[src/rtl/cpu_controller.sv]
// VeriRISC sequencer: eight-phase instruction cycle with sticky halt.
// Strobes are a Moore decode of the phase, qualified by opcode and zero.
package cpu_pkg;
  typedef enum logic [2:0] {
    HLT = 3'd0,
    SKZ = 3'd1,
    ADD = 3'd2,
    AND = 3'd3,
    XOR = 3'd4,
    LDA = 3'd5,
    STO = 3'd6,
    JMP = 3'd7
  } opcode_t;

  typedef enum logic [2:0] {
    INST_ADDR  = 3'd0,
    INST_FETCH = 3'd1,
    INST_LOAD  = 3'd2,
    IDLE       = 3'd3,
    OP_ADDR    = 3'd4,
    OP_FETCH   = 3'd5,
    ALU_OP     = 3'd6,
    STORE      = 3'd7
  } phase_t;
endpackage

module cpu_controller
  import cpu_pkg::*;
#(
  parameter int NUM_PHASES = 8
) (
  input  logic       clk,
  input  logic       rst,
  input  opcode_t    opcode,
  input  logic       zero,
  output logic       sel,
  output logic       mem_rd,
  output logic       mem_wr,
  output logic       load_ir,
  output logic       load_ac,
  output logic       inc_pc,
  output logic       load_pc,
  output logic       data_e,
  output logic       halt,
  output logic [2:0] phase
);

  if (NUM_PHASES != 8) begin : g_bad_phases
    $error("cpu_controller: NUM_PHASES must be 8");
  end

  phase_t phase_q;
  logic   halted_q;
  logic   aluop;

  assign aluop = (opcode == ADD) || (opcode == AND) ||
                 (opcode == XOR) || (opcode == LDA);
  assign phase = phase_q;

  // Phase counter; HLT leaving OP_ADDR parks it at OP_FETCH.
  always_ff @(posedge clk or posedge rst) begin
    if (rst) begin
      phase_q  <= INST_ADDR;
      halted_q <= 1'b0;
    end else if (!halted_q) begin
      if (phase_q == OP_ADDR && opcode == HLT) begin
        phase_q  <= OP_FETCH;
        halted_q <= 1'b1;
      end else begin
        phase_q <= phase_t'(phase_q + 3'd1);
      end
    end
  end

  // Strobe decode from phase, opcode and zero.
  always_comb begin
    sel     = 1'b0;
    mem_rd  = 1'b0;
    mem_wr  = 1'b0;
    load_ir = 1'b0;
    load_ac = 1'b0;
    inc_pc  = 1'b0;
    load_pc = 1'b0;
    data_e  = 1'b0;
    halt    = halted_q;
    if (!halted_q) begin
      unique case (phase_q)
        INST_ADDR: begin
          sel = 1'b1;
        end
        INST_FETCH: begin
          sel    = 1'b1;
          mem_rd = 1'b1;
        end
        INST_LOAD, IDLE: begin
          sel     = 1'b1;
          mem_rd  = 1'b1;
          load_ir = 1'b1;
        end
        OP_ADDR: begin
          inc_pc = 1'b1;
        end
        OP_FETCH: begin
          mem_rd = aluop;
        end
        ALU_OP: begin
          mem_rd  = aluop;
          inc_pc  = (opcode == SKZ) && zero;
          load_pc = (opcode == JMP);
          data_e  = (opcode == STO);
        end
        STORE: begin
          mem_rd  = aluop;
          load_ac = aluop;
          inc_pc  = (opcode == JMP);
          load_pc = (opcode == JMP);
          mem_wr  = (opcode == STO);
          data_e  = (opcode == STO);
        end
        default: ;
      endcase
    end
  end

  a_rd_wr_excl: assert property (
    @(posedge clk) disable iff (rst) !(mem_rd && mem_wr));

  a_opcode_known: assert property (
    @(posedge clk) disable iff (rst) !$isunknown(opcode));

endmodule

[config.mk]
export PLATFORM = sky130hd
export DESIGN_NAME = cpu_controller
export DESIGN_NICKNAME = d
export VERILOG_FILES = /design/src/rtl/cpu_controller.sv
export SDC_FILE = /design/constraint.sdc
export NUM_CORES = 1
export LEC_CHECK = 0
export CORE_AREA = 3 3 40 42
export CTS_CLUSTER_DIAMETER = 60
export DETAILED_ROUTE_END_ITERATION = 10
export DIE_AREA = 0 0 43 45
export GPL_TIMING_DRIVEN = 0
export SYNTH_ARGS = -nofsm -noshare
export SYNTH_HDL_FRONTEND = slang
export SYNTH_SLANG_ARGS = --single-unit
[constraint.sdc]
create_clock -name clk -period 1.7 [get_ports clk]
set_input_delay 0.34 -clock clk [delete_from_list [all_inputs] [get_ports clk]]
set_output_delay 0.34 -clock clk [all_outputs]
set_load 0.02 [all_outputs]
==> out/metrics.csv <==
metric,value,unit
syn_nets,53,
cp.arrival,1.46,ns
die_height,45,um
period_needed,1.805,ns
clkLatencyLatePin,0.23,ns
max_cap_viol_count,0,
chipWidth,43,um
fmax,554.1,MHz
nets,83,
end_kind,primary output,
setup-violations-final,4,
slowest_stage,dfrtp_2,
dieArea,0.001935,mm2
ys_seq_area_share,27.87,%
setup_tns,-0.3146,ns
yosysWarnings,0,
final_cell_area,755.7,um2
io_buffers,17,
ir_drop,0.001068,V
gr-usage-met2,19.16,%
tightestPinTransition,0.4043,ns
p_per_area,1797,mW/mm2
place_area,596.8,um2
core_area,0.001285,mm2
overflow,0,
slowest_delay,0.44,ns
rr_startpoint,phase[0],
top_usage_layer,met2,
grt_util_all_layers,13.21,%
globalplace.congestion,0.6889,
setup_ws,-0.1048,ns
dp_hpwl,702.8,um
critical_path_class,reg2out,
initial_core_util,27.95,%
hold_path_class,in2async,
drc_errors,0,
finClkSkew,0.001556,ns
crit_fanout,5,
syn_to_final_growth,110.5,%
drt-total-wl,1108,um
cts.path.max_buffers,2,
synthCells,41,
numCtsBuffers,3,
r2r_cells,6,
regArea,103.9,um2
synth_area,359.1,um2
status,"finished, violations left",
combinationalPowerShare,74.2,%
cts.reportedPaths.clkPinSlew,0.04,ns
drt_iter0_drc,5,
grt_pass1_wl,1897,um
ant_nets,0,
vias,413,
reg2reg_to,phase[2],
grt_pass1_vias,399,
root_buffer,clkbuf_4,
fin_worst_hold_slack,0.2845,ns
p_int,0.0007339,W
hold_violations,0,
post_synth_num_cell_types,20,
firstDrtPassIters,4,
cts_sinks,4,
finalCritPeriodShare,106.2,%
avgSynthCellArea,8.758,um2
cts_tree,done,
rsz0062_at_grt,yes,
drv_slew,0,
start_kind,flip-flop,
fin_util,58.81,%
grt_use_met3,2.789,%
p_leak,0.3356,nW
wire_per_inst,13.19,um
antenna_found_initial,0,
slew_headroom,72.92,%
avgViaCountPerCell,4.917,
diodes,0,
final_cell_mix,"buf_4 (11), inv_1 (5), dlygate4sd2_1 (5)",
mostFrequentLayoutCell,buf_4,
p_sw,0.0006239,W
critical_path.startpoint,phase[1],
crit_chain,ha_4 -> ha_4 -> o22ai_2 -> a31oi_2 -> buf_4,
crit_required,1.36,ns
drive_above_1_share,57.97,%
p_seq_share,17.2,%
swShare,45.95,%
n_fill_cell,125,
cp_common_cell,ha_4,
grt_max_degree,11,
use_met1,18.29,%
num_rows,13,
failed_checks,negative setup slack,
reg2reg_slack,0.24,ns
cts_max_level,1,
pwr-share-clk,8.6,%
ios,18,
multi_input_area,350.3,um2
synth_seq_cells,4,
==> critical path: cells and delay by family (launching register included) <==
kind,cells,cell delay (ns)
flops,1,0.44
fa+ha+maj,2,0.36
compound gates,2,0.26
buf+inv,1,0.16
==> registers in the layout, indices dropped and copies added (netlist names) <==
| name | cells |
|---|---|
| halt | 1 |
| phase | 3 |
==> cells by family after synthesis <==
kind of cell	synth area share, %
XOR/XNOR	2.439
buffers and inverters	8.363
adder cells (fa/ha/maj)	20.91
AO/OA/AOI/OAI	14.63
multiplexers	2.788
flip-flops	27.88
AND/OR/NAND/NOR	23.00
==> final cells by class <==
cell class / count / share of cell area, %
clock buffers: 3 / 2.980
well taps: 15 / 2.483
plain buffers: 1 / 0.9934
inverters: 7 / 3.808
flip-flops and latches: 4 / 13.74
repair buffers: 25 / 29.64
multi-input cells: 29 / 46.36
==> power groups by stage <==
stage          registers (W)  clock network, W  logic (W)
2_1_floorplan       0.000263                 0   0.000388
3_3_place_gp        0.000218                 0   0.000703
3_5_place_dp        0.000220                 0   0.000704
4_1_cts             0.000233          0.000123   0.000958
5_1_grt             0.000247          0.000128    0.00109
6_report            0.000234          0.000117    0.00101
==> per-layer routing <==
metal	wire length [um]	vias to the layer above
li1	-	203
met1	509	194
met2	535	14
met3	57	2
met4	6	0
met5	0	-
==> Yosys cell counts <==
library cell	number	share of area (%)
and3b_1	1	2.4
ha_1	6	21
nor2_1	3	3.1
o22ai_1	1	1.7
inv_1	7	7.3
nand2_1	2	2.1
and2b_2	1	2.4
dfrtp_1	4	28
nor3b_2	1	3.5
a31oi_1	3	5.2
a22o_2	1	2.8
a21oi_1	1	1.4
nor4b_1	1	2.4
a22oi_1	1	2.1
o21ai_0	1	1.4
nand4_1	2	3.5
xor2_1	1	2.4
clkbuf_1	1	1.0
nor4_1	2	3.5
mux2i_1	1	2.8
==> stage by stage <==
stage / total power [W] / setup WS, ns / std cells
after floorplan: 0.0006508 / -0.03292 / 41
after global placement: 0.0009209 / -0.6999 / 73
after detailed placement: 0.0009242 / -0.6922 / 73
after CTS: 0.001314 / -0.1208 / 83
after global routing: 0.001466 / -0.1595 / 84
final: 0.001358 / -0.1048 / 84
==> repair_timing <==
| action | 4_1_cts | 5_1_grt |
|---|---|---|
| pin swaps | 7 | 5 |
| hold buffers | 0 | 0 |
| gates cloned | 0 | 0 |
| setup endpoints to repair | 8 | 8 |
| buffers inserted | 7 | 1 |
| resized for setup | 60 | 6 |
==> worst max-delay path by stage <==
stage               slack, ns  cells after the start      to
floorplan               -0.03                      4  data_e
global placement        -0.70                      5  mem_rd
CTS                     -0.12                      5  mem_rd
finish                  -0.10                      5  mem_rd
detailed placement      -0.69                      5  mem_rd
global route            -0.16                      5  mem_rd
Power figures use the tool's default switching activity.
